## src/rtl/dmem_arbiter.sv

```systemverilog
// dmem_arbiter: shares one data-memory port between the pipeline MEM stage and an
// external loader/debug requester, with starvation-bounded priority for the pipeline.
module dmem_arbiter #(
    parameter int ADDR_W      = 8,
    parameter int DATA_W      = 32,
    parameter int WAIT_CYCLES = 1,
    parameter int STARVE_LIM  = 4
) (
    input  logic              clk,
    input  logic              reset,
    input  logic              pipe_req,
    input  logic              pipe_we,
    input  logic [ADDR_W-1:0] pipe_addr,
    input  logic [DATA_W-1:0] pipe_wdata,
    output logic [DATA_W-1:0] pipe_rdata,
    output logic              pipe_stall,
    input  logic              ext_req,
    input  logic              ext_we,
    input  logic [ADDR_W-1:0] ext_addr,
    input  logic [DATA_W-1:0] ext_wdata,
    output logic              ext_gnt,
    output logic              ext_ack,
    output logic [DATA_W-1:0] ext_rdata,
    output logic              mem_en,
    output logic              mem_we,
    output logic [ADDR_W-1:0] mem_addr,
    output logic [DATA_W-1:0] mem_wdata,
    input  logic [DATA_W-1:0] mem_rdata
);
    typedef enum logic [1:0] {IDLE, PIPE_ACC, EXT_ACC} state_t;
    state_t            state_q, state_d;
    logic [3:0]        wait_cnt_q, wait_cnt_d;
    logic [3:0]        starve_cnt_q, starve_cnt_d;
    logic              we_q, we_d;
    logic [ADDR_W-1:0] addr_q, addr_d;
    logic [DATA_W-1:0] wdata_q, wdata_d;
    logic              pipe_acc, ext_acc, acc, done, grant, ext_win;
    always_ff @(posedge clk or negedge reset) begin
        if (!reset) begin
            state_q      <= IDLE;
            wait_cnt_q   <= '0;
            starve_cnt_q <= '0;
            we_q         <= 1'b0;
            addr_q       <= '0;
            wdata_q      <= '0;
        end else begin
            state_q      <= state_d;
            wait_cnt_q   <= wait_cnt_d;
            starve_cnt_q <= starve_cnt_d;
            we_q         <= we_d;
            addr_q       <= addr_d;
            wdata_q      <= wdata_d;
        end
    end
    always_comb begin
        pipe_acc = state_q == PIPE_ACC;
        ext_acc  = state_q == EXT_ACC;
        acc      = pipe_acc | ext_acc;
        done     = acc && wait_cnt_q == 4'd0;
    end
    // A starved external requester outranks the pipeline; otherwise the pipeline wins.
    always_comb begin
        state_d = (state_q == IDLE) ?
                  ((ext_req && starve_cnt_q >= 4'(STARVE_LIM)) ? EXT_ACC :
                   pipe_req ? PIPE_ACC : ext_req ? EXT_ACC : IDLE) :
                  done ? IDLE : state_q;
    end
    always_comb begin
        grant        = state_q == IDLE && state_d != IDLE;
        ext_win      = state_d == EXT_ACC;
        we_d         = grant ? (ext_win ? ext_we : pipe_we) : we_q;
        addr_d       = grant ? (ext_win ? ext_addr : pipe_addr) : addr_q;
        wdata_d      = grant ? (ext_win ? ext_wdata : pipe_wdata) : wdata_q;
        wait_cnt_d   = grant ? 4'(WAIT_CYCLES) :
                       (wait_cnt_q != 4'd0) ? wait_cnt_q - 4'd1 : wait_cnt_q;
        starve_cnt_d = (grant && ext_win) ? 4'd0 :
                       (ext_req && !ext_acc && starve_cnt_q != 4'hf) ? starve_cnt_q + 4'd1 :
                       starve_cnt_q;
    end
    // Stall is gated by reset so every output reads 0 while reset is held.
    always_comb begin
        mem_en     = acc;
        mem_we     = done & we_q;
        mem_addr   = acc ? addr_q : '0;
        mem_wdata  = acc ? wdata_q : '0;
        pipe_stall = reset & pipe_req & ~(pipe_acc & done);
        pipe_rdata = (pipe_acc && done) ? mem_rdata : '0;
        ext_gnt    = ext_acc;
        ext_ack    = ext_acc & done;
        ext_rdata  = (ext_acc && done) ? mem_rdata : '0;
    end
endmodule

```

## config.mk

```make
export PLATFORM = sky130hd
export DESIGN_NAME = dmem_arbiter
export DESIGN_NICKNAME = d
export VERILOG_FILES = /design/src/rtl/dmem_arbiter.sv
export SDC_FILE = /design/constraint.sdc
export NUM_CORES = 1
export LEC_CHECK = 0
export ABC_CLOCK_PERIOD_IN_PS = 5200
export CORE_MARGIN = 2
export CORE_UTILIZATION = 40
export CTS_BUF_LIST = sky130_fd_sc_hd__clkbuf_2
export DETAILED_ROUTE_END_ITERATION = 10
export GPL_ROUTABILITY_DRIVEN = 0
export PLACE_DENSITY = 0.92
export SETUP_SLACK_MARGIN = 0.3
export SLEW_MARGIN = 30
export SYNTH_ARGS = -nofsm -noshare
export SYNTH_HDL_FRONTEND = slang
export SYNTH_SLANG_ARGS = --single-unit
```

## constraint.sdc

```tcl
create_clock -name clk -period 5.2 [get_ports clk]
set_input_delay 0.52 -clock clk [delete_from_list [all_inputs] [get_ports clk]]
set_output_delay 0.52 -clock clk [all_outputs]
set_load 0.1 [all_outputs]
```

# Word level (Yosys, flattened, before mapping)
# Cells that the tools add are included.
[op_classes]
n_lt_le_gt_ge = 1
mux = 16
n_reduce_logical = 15
n_bitwise = 7
eq_ne = 4
n_addsub = 2
[ops]
columns = ["operator", "count"]
rows = [
  ["$mux 32", 4],
  ["$mux 4", 4],
  ["$mux 8", 2],
  ["$mux 2", 5],
  ["$logic_and 1x1->1", 8],
  ["$reduce_bool 2->1", 3],
  ["$and 1x1->1", 5],
  ["$add 4x1->4 const B", 1],
  ["$eq 2x2->1 const B", 2],
  ["$ge 4x3->1 const B", 1],
  ["$logic_not 4->1", 1],
  ["$ne 4x4->1 const B", 1],
  ["$reduce_bool 4->1", 1],
  ["$sub 4x1->4 const B", 1],
  ["$eq 2x1->1 const B", 1],
  ["$logic_not 2->1", 1],
  ["$logic_not 1->1", 1],
  ["$mux 1", 1],
  ["$not 1->1", 1],
  ["$or 1x1->1", 1],
]
[totals]
regBits = 51
word_cells = 51
output_inout_bits = 109

# Logic depth before layout (Yosys ltp)
# Gate-level depths: netlist (run 1).
[logic_depth]
depth_word = 9
depth_mapped = 8

# Worst setup path after synthesis (run 1)
# No wires, ideal clock.
[synth_path]
path_type = "reg-to-output"
start = "register state_q[0]"
end = "output port pipe_stall"
stages_incl_launch_ff = 6
arrival_ns = 3.169
path_slack_ns = 1.511
path_buffers = 1
path_cell_list = "dfrtp_1 -> inv_1 -> ha_1 -> and4bb_4 -> clkbuf_1 -> a21oi_1"
[synth_via]
elab_chain_len = 6
word_cells_on_any_way = 7
classes_between = "eq/ne (2); bitwise (4); reduce/logical (1)"
[synth_rtl]
columns = ["element", "line_no", "text"]
rows = [
  ["start, declared", "31", "state_t state_q, state_d;"],
  ["start signal, assigned", "47", "state_q <= state_d;"],
  ["$eq 2x1->1 / $eq 2x2->1 (equally long branches)", "56, 57", ""],
  ["$or 1x1->1 *", "58", "acc = pipe_acc | ext_acc;"],
  ["named net mem_en", "24", "output logic mem_en,"],
  ["$logic_and 1x1->1 *", "59", "done = acc && wait_cnt_q == 4'd0;"],
  ["$and 1x1->1 *", "86", "pipe_stall = reset & pipe_req & ~(pipe_acc & done);"],
  ["$not 1->1 *", "86", ""],
  ["$and 1x1->1 *", "86", ""],
  ["end, declared", "16", "output logic pipe_stall,"],
]
# Mark *: on every way through the listed nets, which the timed path passes. The rest lies on a longest branch.

# Final worst setup path (run 1)
[layout_path]
start = "register wait_cnt_q[0]"
end = "output port pipe_rdata[26]"
[layout_via]
elab_chain_len = 4
[layout_rtl]
columns = ["element", "line_no", "text"]
rows = [
  ["start, declared", "32", "logic [3:0] wait_cnt_q, wait_cnt_d;"],
  ["start signal, assigned", "48", "wait_cnt_q <= wait_cnt_d;"],
  ["$logic_not 4->1", "59", ""],
  ["$logic_and 1x1->1", "59", ""],
  ["$logic_and 1x1->1", "87", "pipe_rdata = (pipe_acc && done) ? mem_rdata : '0;"],
  ["$mux 32", "87", ""],
  ["end, declared", "15", "output logic [DATA_W-1:0] pipe_rdata,"],
]
# No other way between the ends.

==> impl_metrics.csv, run 1 <==
group,metric,value,unit
run_status,status,"finished clean",
layout,area_growth,66.3,%
synthesis,yosys.area.top_type,"dfrtp_1",
synthesis,synth_top_area_share,38.5,%
synthesis,synth_top_family_by_area,"simple AND/OR/NAND/NOR gates",
clock_network,root_buffer,"clkbuf_2",
global_routing,antenna_found_initial,0,
floorplanning,num_rows,33,
layout,antennaDiodeCount,0,
synthesis,synth_fa_ha_area_share,1.89,%
global_routing,grt_pass1_vias,3477,
critical_path,crit_type,"reg2out",
critical_path,critPathRequiredTime,4680,ps
layout,fillers,668,
critical_path,path_delay_family,"buffers and inverters",
synthesis,ys_warn_count,0,
floorplanning,die_w,95.0,um
global_routing,grt_first_pass_wirelength,17200,um
synthesis,syn_area_per_cell,8.06,sq um
critical_path,path_cells,"inv_1 -> ha_1 -> and4bb_4 -> and3_1 -> clkdlybuf4s50_1",
timing,skew,16.2,ps
layout,instances_no_fill,712,
floorplanning,die_height,95.0,um
clock_network,h-tree-depth,2,
detailed_routing,wire_per_inst,16.2,um
timing,fin_crit_sh,72.9,%
timing,timing.fmax,264,MHz
critical_path,slowest_delay,1150,ps
synthesis,synth.distinct_cells,35,
placed_design,hpwl,8450,um
synthesis,synth_compound_area_share,16.5,%
timing,final.setup.tns,0,ps
synthesis,syn_area,0.00331,sq mm
detailed_routing,vias,3738,
clock_network,numCtsBuffers,5,
layout,final_common_cell,"clkdlybuf4s50_1",
synthesis,synth_fp_nets,534,
global_routing,grt.total_usage,24.4,%
clock_network,post_cts.repair.setup_buffers,0,
synthesis,muxShareOfSynthArea,0.302,%
critical_path,cp.arrival,3270,ps
detailed_routing,drt_drc_violations_left,0,
critical_path,critPathBufInv,2,
floorplanning,dieArea,0.00903,sq mm
global_routing,grt_start_max_net_pins,87,
floorplanning,initial_core_util,40.7,%
synthesis,synthSimpleGateAreaFrac,35.2,%
global_routing,grt_remaining_overflow,0,
layout,fin_util,67.7,%
timing,min_period,3790,ps
detailed_routing,drt_iter0_drc,168,
critical_path,crit_slowest_cell,"clkdlybuf4s50_1",
detailed_routing,viasPerCell,5.25,
placed_design,dp.cells,704,
critical_path,crit_path_start_kind,"flop",
timing,slew_headroom,31.4,%
synthesis,yosys_register_bits,51,
synthesis,synthTopCellsByArea,"dfrtp_1 (39%), and3_1 (12%), and2_1 (7.9%)",
timing,setup_viol,0,
floorplanning,core,0.00813,sq mm
placed_design,port_buffers,226,
synthesis,synth_cells,411,
hold_path,hold_class,"in2async",
timing,rsz0062_at_grt,"no",
critical_path,r2r_slack,2250,ps
detailed_routing,routed_wl,11500,um
layout,final_nets,729,
synthesis,synth-seq-area-share,38.5,%
clock_network,ctsHoldBuffers,0,
synthesis,synthXorXnorAreaFrac,0.793,%
timing,slew_violations,0,
layout,layout_common_cells,"clkdlybuf4s50_1 (200), and3_1 (64), dfrtp_1 (51)",
clock_network,clock-sinks,51,
critical_path,endpoint_kind,"primary output",
floorplanning,io_pins,227,
layout,drive_gt1_share,7.08,%
clock_network,cts.path.max_buffers,2,
critical_path,reg2regPathDepth,9,
detailed_routing,ant_nets,0,
critical_path,crit_cells,5,
clock_network,post_cts_resized,0,
clock_network,clock_latency,430,ps
clock_network,cts_tree,"built",
detailed_routing,drt_first_pass_iters,5,
clock_network,clk_pin_slew,250,ps
timing,worst_pin_slew,1030,ps
critical_path,crit_path_max_fanout,68,
job,maxCapViolations,0,
timing,hold_violations,0,
per-stage QoR:
| step | hold slack [ps] | worst slack (ps) | cell area, sq um |
|---|---|---|---|
| finish | 148 | 1410 | 5510 |
| global route | 179 | 1270 | 5510 |
| detailed placement | 536 | 1920 | 5470 |
| CTS | 167 | 1420 | 5510 |
| global placement | 525 | 2010 | 5470 |
| floorplan | 224 | 1510 | 3310 |
registers in the layout, summed over array words and instances, names as in the netlist:
name,flops
addr_q,8
starve_cnt_q,4
state_q,2
wait_cnt_q,4
wdata_q,32
we_q,1
worst paths after layout:
path	from	to
worst max-delay path	wait_cnt_q[0]	pipe_rdata[26]
worst min-delay path	reset	addr_q[5]
worst max register to register	state_q[0]	wdata_q[22]
worst min register to register	wdata_q[23]	wdata_q[23]
max in group asynchronous	reset	starve_cnt_q[0]
min in group clk	wdata_q[23]	wdata_q[23]
metal layers:
metal / wire length [um] / vias to the layer above / track usage [%]
met5: 0 / - / 0
met4: 313 / 0 / 7.37
met3: 959 / 18 / 6.88
met2: 6030 / 153 / 46.9
met1: 4200 / 1722 / 25.4
li1: - / 1845 / -
cells in the mapped netlist:
library cell  count
xnor2_1           1
nand4b_1          1
o21ai_1          36
a31oi_1          41
mux2i_1           1
buf_6             4
o21ai_0           7
nor3b_1           1
nor2_1           47
a21oi_1           4
clkinv_4          1
clkbuf_1         29
o32a_4            1
dfrtp_1          51
and2_1           42
or3b_2            1
and3_1           64
nand2_1           2
nand3_1          43
a32oi_2           1
nand4bb_1         1
nand2b_1          1
o21a_1            1
nand3b_1          2
buf_2             9
and4bb_4          1
a211oi_1          1
inv_1             4
or3_1             2
ha_1              5
nor2b_1           1
xor2_1            2
inv_2             1
nor3_1            1
or2b_1            1
cell families after synthesis:
logic type,count (synthesis)
fa+ha+maj,5
buf+inv,48
compound gates,92
flops,51
simple gates,211
xor+xnor,3
mux,1
worst register-to-register path, delay by kind of cell (launching register included):
kind / cells / cell delay (ps)
AND/OR/NAND/NOR: 1 / 190
AO/OA/AOI/OAI: 3 / 590
buffers and inverters: 4 / 1300
adder cells (fa/ha/maj): 1 / 310
flip-flops: 1 / 420
final cells by class:
class	instances	area (sq um)	share of cell area (%)
flip-flops and latches	51	1280	23.2
multi-input cells	312	1810	32.9
clock inverters	2	7.51	0.136
clock buffers	6	30.0	0.545
inverters	6	27.5	0.500
well taps	105	131	2.38
repair buffers	230	2220	40.4
Power of run 1 is not shown: default switching activity piles up to over one toggle a cycle in this logic, so the estimate is an artifact.
==> run 2: changes to the inputs <==
- ABC_CLOCK_PERIOD_IN_PS: 5200 -> 3440
- CORE_UTILIZATION: 40 -> 33
- PLACE_DENSITY: 0.92 -> 0.82
- clock period: 5.2 -> 3.44 ns (I/O delays scaled with it)
==> impl_metrics.csv, run 2 (synthesis gave the netlist of run 1 again) <==
group,metric,value,unit
placed_design,port_buffers,226,
clock_network,h-tree-depth,2,
global_routing,grt_first_pass_wirelength,19800,um
run_status,status,"finished clean",
detailed_routing,drt_first_pass_iters,4,
timing,final.setup.tns,0,ps
placed_design,post-place-ws,768,ps
layout,regMostFlops,"wdata_q",
critical_path,crit_type,"reg2out",
timing,worst_pin_slew,972,ps
timing,rsz0062_at_grt,"no",
layout,reg_top3,"wdata_q (32), addr_q (8)",
timing,timing.fmax,346,MHz
detailed_routing,viasPerCell,5.18,
clock_network,numCtsBuffers,5,
global_routing,grt_remaining_overflow,0,
timing,slew_violations,0,
clock_network,clk_pin_slew,280,ps
detailed_routing,drt_drc_violations_left,0,
timing,setup_slack,551,ps
detailed_routing,drt_iter0_drc,253,
timing,slew_headroom,35.2,%
floorplanning,dieArea,0.0109,sq mm
layout,largest_register_ffs,32,
global_routing,antenna_found_initial,0,
floorplanning,io_pins,227,
floorplanning,num_rows,36,
clock_network,root_buffer,"clkbuf_2",
clock_network,ctsHoldBuffers,0,
critical_path,critPathRequiredTime,3100,ps
detailed_routing,vias,3839,
clock_network,cts_tree,"built",
layout,antennaDiodeCount,0,
floorplanning,die_w,104,um
clock_network,post_cts.repair.setup_buffers,0,
clock_network,clock-sinks,51,
global_routing,grt_pass1_vias,3785,
critical_path,crit_path_max_fanout,40,
global_routing,grt.total_usage,22.4,%
floorplanning,core,0.00977,sq mm
clock_network,cts.path.max_buffers,2,
layout,layout_common_cells,"clkdlybuf4s50_1 (116), buf_12 (68), dfrtp_1 (51)",
layout,final_common_cell,"clkdlybuf4s50_1",
detailed_routing,wire_per_inst,17.0,um
timing,skew,20.4,ps
critical_path,cp.arrival,2540,ps
placed_design,hpwl,9730,um
layout,fillers,809,
critical_path,endpoint_kind,"primary output",
detailed_routing,routed_wl,12600,um
timing,setup_viol,0,
layout,final_nets,730,
job,maxCapViolations,0,
global_routing,grt_start_max_net_pins,52,
timing,hold_violations,0,
clock_network,clock_latency,430,ps
timing,min_period,2890,ps
layout,area_growth,88.8,%
floorplanning,die_height,104,um
floorplanning,initial_core_util,33.9,%
hold_path,hold_class,"in2async",
critical_path,crit_path_start_kind,"flop",
layout,drive_gt1_share,26.6,%
detailed_routing,ant_nets,0,
timing,fin_crit_sh,84.0,%
clock_network,post_cts_resized,0,
-- run 2: critical path, stage by stage (launching register included) --
cell and delay (ps):
dfrtp_1 470, inv_1 70, ha_1 240, and4bb_4 460, buf_4 360, and3_1 300, buf_12 200
-- run 2: per-layer routing --
layer	GRT usage (%)	vias up	part of all wire (%)
met1	24.7	1811	38
met4	4.05	0	0.98
met5	0	-	0
met2	43.6	164	55
met3	5.45	14	6.4
li1	-	1850	-
-- run 2: area by class of cell --
| class | instances | area [sq um] | area share [%] |
|---|---|---|---|
| timing repair buffer | 231 | 2870 | 45.9 |
| multi-input combinational | 312 | 1870 | 29.8 |
| sequential | 51 | 1280 | 20.4 |
| tap | 133 | 166 | 2.66 |
| inverter | 6 | 27.5 | 0.440 |
| clock buffer | 5 | 25.0 | 0.400 |
| clock inverter | 3 | 22.5 | 0.360 |
-- run 2: worst paths after layout --
path                               start        endpoint  slack (ps)  depth (start not counted)
setup / recovery           wait_cnt_q[0]  pipe_rdata[16]         550                          6
hold / removal                     reset     wdata_q[30]          30                          2
setup reg to reg              state_q[0]       addr_q[1]         820                          8
hold reg to reg               wdata_q[7]      wdata_q[7]         570                          2
max in group asynchronous          reset      wdata_q[3]        2980                          2
min in group clk            ext_wdata[1]      wdata_q[1]         430                          3
-- run 2: metrics by stage --
step / util, % / instances / area, sq um / hold slack [ps]
2_1_floorplan: - / 411 / 3360 / 48.4
3_3_place_gp: 63.5 / 733 / 6210 / 522
3_5_place_dp: 63.5 / 733 / 6210 / 533
4_1_cts: 64.0 / 741 / 6260 / 25.3
5_1_grt: 64.0 / 741 / 6260 / 7.61
6_report: 64.0 / 741 / 6260 / 30.0
Power of run 2 is left out for the same reason.
==> run 3: changes to the inputs <==
- ABC_CLOCK_PERIOD_IN_PS: 3440 -> 2900
- CORE_UTILIZATION: 33 -> 37
- PLACE_DENSITY: 0.82 -> 0.87
- clock period: 3.44 -> 2.9 ns (I/O delays scaled with it)
==> impl_metrics.csv, run 3 (synthesis gave the netlist of run 1 again) <==
group,metric,value,unit
timing,slew_violations,0,
floorplanning,io_pins,227,
clock_network,h-tree-depth,2,
detailed_routing,viasPerCell,5.46,
critical_path,cp.arrival,2150,ps
critical_path,endpoint_kind,"primary output",
floorplanning,num_rows,34,
run_status,status,"finished with violations",
detailed_routing,routed_wl,12300,um
critical_path,path_cells,"inv_1 -> ha_1 -> and4bb_4 -> buf_12 -> and3_2 -> buf_12",
timing,skew,8.41,ps
detailed_routing,drt_iter0_drc,192,
detailed_routing,vias,3907,
layout,fin_util,72.0,%
timing,hold-worst-slack,-2.86,ps
placed_design,dp.cells,710,
critical_path,path_common_cell,"buf_12",
layout,final_common_cell,"clkdlybuf4s50_1",
layout,antennaDiodeCount,0,
detailed_routing,wire_per_inst,17.1,um
critical_path,crit_path_max_fanout,67,
layout,area_growth,89.3,%
clock_network,clock_latency,410,ps
global_routing,grt.total_usage,24.2,%
critical_path,crit_slowest_cell,"dfrtp_1",
layout,final_nets,732,
hold_path,hold_class,"in2async",
floorplanning,dieArea,0.00973,sq mm
timing,rsz0062_at_grt,"no",
clock_network,clk_pin_slew,230,ps
clock_network,cts.path.max_buffers,2,
detailed_routing,drt_drc_violations_left,0,
layout,regMostFlops,"wdata_q",
clock_network,root_buffer,"clkbuf_2",
critical_path,critPathRequiredTime,2610,ps
global_routing,grt_start_max_net_pins,68,
critical_path,crit_type,"reg2out",
layout,reg_top3,"wdata_q (32), addr_q (8)",
layout,instances_no_fill,716,
layout,largest_register_ffs,32,
clock_network,numCtsBuffers,5,
timing,timing.fmax,409,MHz
timing,final.setup.tns,0,ps
timing,fin_crit_sh,84.3,%
timing,slew_headroom,53.0,%
layout,fillers,613,
timing,setup_viol,0,
layout,layout_common_cells,"clkdlybuf4s50_1 (116), buf_12 (68), and3_2 (64)",
floorplanning,core,0.00872,sq mm
clock_network,clock-sinks,51,
floorplanning,die_height,98.6,um
floorplanning,die_w,98.6,um
detailed_routing,ant_nets,0,
clock_network,ctsHoldBuffers,0,
placed_design,port_buffers,226,
global_routing,grt_remaining_overflow,0,
critical_path,crit_path_start_kind,"flop",
timing,worst_pin_slew,703,ps
critical_path,slowest_delay,450,ps
detailed_routing,drt_first_pass_iters,4,
run_status,violations,"hold timing",
global_routing,grt_pass1_vias,3773,
timing,hold_violations,18,
global_routing,antenna_found_initial,0,
placed_design,hpwl,9290,um
layout,drive_gt1_share,32.7,%
floorplanning,initial_core_util,38.0,%
timing,min_period,2440,ps
clock_network,cts_tree,"built",
job,maxCapViolations,0,
global_routing,grt_first_pass_wirelength,19200,um
run 3: cell count changes in the layout (fill, tap and decap cells not counted), sizes merged:
cell | previous run | this run
inv | 7 | 5
buf | 115 | 117
clkbuf | 5 | 6
clkinv | 2 | 1
run 3: cell type report:
type	instances	area (sq um)	area share, %
Inverter	6	27.5	0.439
Sequential cell	51	1280	20.3
Tap cell	108	135	2.15
Clock buffer	6	30.0	0.479
Multi-Input combinational cell	312	1910	30.5
Timing Repair Buffer	233	2890	46.1
run 3: repair_timing:
item / in CTS / in global routing
endpoints found under the setup margin: 66 / 67
pin swaps: 0 / 0
cloned: 0 / 0
resized for setup: 2 / 4
buffers inserted: 0 / 0
hold endpoints to repair: 0 / 0
run 3: critical path: cells and delay by family (launching register included):
family / cells / cell delay (ps)
adders and majority gates: 1 / 250
buffers and inverters: 3 / 480
DFF: 1 / 450
and+or+nand+nor: 2 / 550
run 3: layer usage:
layer	vias up	track usage [%]	part of all wire, %
met1	1855	28.3	40
met2	176	45.3	53
met5	-	0	0
li1	1853	-	-
met4	0	7.27	2.4
met3	23	4.04	5.4
run 3: final timing paths:
| path | start | end | slack, ps | cells past startpoint |
|---|---|---|---|---|
| worst max-delay path | wait_cnt_q[0] | pipe_rdata[30] | 460 | 6 |
| worst min-delay path | reset | state_q[1] | -3 | 2 |
| worst max register to register | state_q[0] | wdata_q[9] | 510 | 8 |
| worst min register to register | we_q | we_q | 560 | 2 |
| max in group asynchronous | reset | addr_q[1] | 2480 | 2 |
| min in group clk | ext_we | we_q | 410 | 3 |
run 3: stage by stage:
stage | cell area [sq um] | hold WS [ps] | setup slack, ps
5_1_grt | 6270 | 11.1 | 312
2_1_floorplan | 3410 | -5.59 | 437
3_3_place_gp | 6230 | 486 | 621
4_1_cts | 6260 | 6.66 | 326
3_5_place_dp | 6230 | 506 | 499
6_report | 6270 | -2.86 | 456
Power of run 3 is left out for the same reason.
==> RTL edit, RTL diff (config.mk and constraints of run 1) <==
`ADDR_W`: 8 -> 10.
--- a/src/rtl/dmem_arbiter.sv
+++ b/src/rtl/dmem_arbiter.sv
@@ -1,7 +1,7 @@
 // dmem_arbiter: shares one data-memory port between the pipeline MEM stage and an
 // external loader/debug requester, with starvation-bounded priority for the pipeline.
 module dmem_arbiter #(
-    parameter int ADDR_W      = 8,
+    parameter int ADDR_W      = 10,
     parameter int DATA_W      = 32,
     parameter int WAIT_CYCLES = 1,
     parameter int STARVE_LIM  = 4
Interface: changed (resized ext_addr, mem_addr and pipe_addr); port bits go from 227 to 233. No check against the original RTL was run, so the function may have changed too.
==> RTL edit against run 1 <==
- area after synthesis is 3.3% higher
- setup slack better by 0.24 ns
- design area is 2.2% higher
- critical endpoint is now pipe_stall
- sequential cell count is 2 higher
- routed wire length is 2.4% higher
- largest cell class unchanged
- utilization is 0.45 points higher
Power is left out: the tool's default activity adds up to more than one toggle a clock period on the data nets, which glitch-free logic cannot reach.
==> RTL edit: results (changes against run 1) <==
{
  "finish.net_count": {"value": 752, "change": "was 729"},
  "global_route.usage.met1": {"value": 0.264, "change": "was 0.254"},
  "dp_hpwl": {"value": 8.41, "unit": "mm", "change": "was 8.45 mm"},
  "yosys-top-cells-area": {"value": "sky130_fd_sc_hd__dfrtp_1 39%, sky130_fd_sc_hd__and3_1 12%, sky130_fd_sc_hd__and2_1 8.0%", "change": "was sky130_fd_sc_hd__dfrtp_1 39%, sky130_fd_sc_hd__and3_1 12%, sky130_fd_sc_hd__and2_1 7.9%"},
  "largest_registers": {"value": "wdata_q x32, addr_q x10", "change": "was wdata_q x32, addr_q x8"},
  "synth_sequential_area_ratio": {"value": 0.387, "change": "was 0.385"},
  "detail_route.first_pass.iterations": {"value": 4, "change": "was 5"},
  "timing.reg2reg.setup_slack": {"value": 2.23, "unit": "ns", "change": "was 2.25 ns"},
  "synth.lib_cells_used.distinct": {"value": 34, "change": "was 35"},
  "vias_per_cell": {"value": 5.38, "change": "was 5.25"},
  "fillCellCount": {"value": 635, "change": "was 668"},
  "grt_use_met2": {"value": 0.444, "change": "was 0.469"},
  "io_buffer_count": {"value": 232, "change": "was 226"},
  "outcome": {"value": "completed", "change": "unchanged"},
  "grt_start_max_net_pins": {"value": 91, "change": "was 87"},
  "grt_pass1_vias": {"value": 3685, "change": "was 3,477"},
  "synth.top_cells.by_count": {"value": "64 x sky130_fd_sc_hd__and3_1, 53 x sky130_fd_sc_hd__dfrtp_1, 49 x sky130_fd_sc_hd__nor2_1", "change": "was 64 x sky130_fd_sc_hd__and3_1, 51 x sky130_fd_sc_hd__dfrtp_1, 47 x sky130_fd_sc_hd__nor2_1"},
  "synthCells": {"value": 424, "change": "was 411"},
  "tightest_slew": {"value": 1.02, "unit": "ns", "change": "was 1.03 ns"},
  "use_met3": {"value": 0.0745, "change": "was 0.0688"},
  "fin_worst_hold_slack": {"value": 0.409, "unit": "ns", "change": "was 0.148 ns"},
  "drive_above_1_share": {"value": 0.137, "change": "was 0.0708"},
  "finalNonFillerCells": {"value": 731, "change": "was 712"},
  "place_inst": {"value": 722, "change": "was 704"},
  "synth_fp_nets": {"value": 551, "change": "was 534"},
  "fin_worst_skew": {"value": 0.0195, "unit": "ns", "change": "was 0.0162 ns"},
  "layout_worst_path_cycle_share": {"value": 0.683, "change": "was 0.729"},
  "detailed_place.area": {"value": 5530, "unit": "µm²", "change": "was 5470 µm²"},
  "grt_pass1_wl": {"value": 17.8, "unit": "mm", "change": "was 17.2 mm"},
  "grt_util_all_layers": {"value": 0.242, "change": "was 0.244"},
  "synth_compound_gate_area_share": {"value": 0.166, "change": "was 0.165"},
  "muxShareOfSynthArea": {"value": 0.00292, "change": "was 0.00302"}
}
## RTL edit: layout make-up
| type | instances | area [µm²] | share of cell area |
|---|---|---|---|
| Clock buffer | 5 | 25.0 | 0.00444 |
| Clock inverter | 3 | 65.1 | 0.0116 |
| Inverter | 6 | 27.5 | 0.00489 |
| Multi-Input combinational cell | 322 | 1860 | 0.331 |
| Sequential cell | 53 | 1330 | 0.236 |
| Tap cell | 105 | 131 | 0.0233 |
| Timing Repair Buffer | 237 | 2190 | 0.389 |
## RTL edit: cell families (layout without fill, tap and decap cells)
| group | count (synthesis) | after routing |
|---|---|---|
| AOI/OAI and AO/OA | 96 | 96 |
| xor gates and xnor gates | 3 | 3 |
| adders and majority gates | 5 | 5 |
| buffers and inverters | 49 | 251 |
| DFF | 53 | 53 |
| muxes | 1 | 1 |
| and+or+nand+nor | 217 | 217 |
## RTL edit: routing by layer
metal,vias to the layer above,routed length [µm]
met5,-,0
met4,0,263
met3,20,1220
met2,192,6090
met1,1818,4210
li1,1900,-
## RTL edit: worst paths after layout
kind                                        from                 endpoint
setup / recovery            state_q[1]$_DFF_PN0_               pipe_stall
hold / removal                             reset  wdata_q[18]$_DFFE_PN0P_
setup reg to reg            state_q[1]$_DFF_PN0_   wdata_q[7]$_DFFE_PN0P_
hold reg to reg            addr_q[7]$_DFFE_PN0P_    addr_q[7]$_DFFE_PN0P_
max in group asynchronous                  reset   wdata_q[5]$_DFFE_PN0P_
min in group clk           addr_q[7]$_DFFE_PN0P_    addr_q[7]$_DFFE_PN0P_
## RTL edit: timing repair
| action | 4_1_cts | 5_1_grt |
|---|---|---|
| hold endpoints to repair | 1 | 0 |
| hold buffers | 1 | 0 |
| gates resized for setup | 0 | 0 |
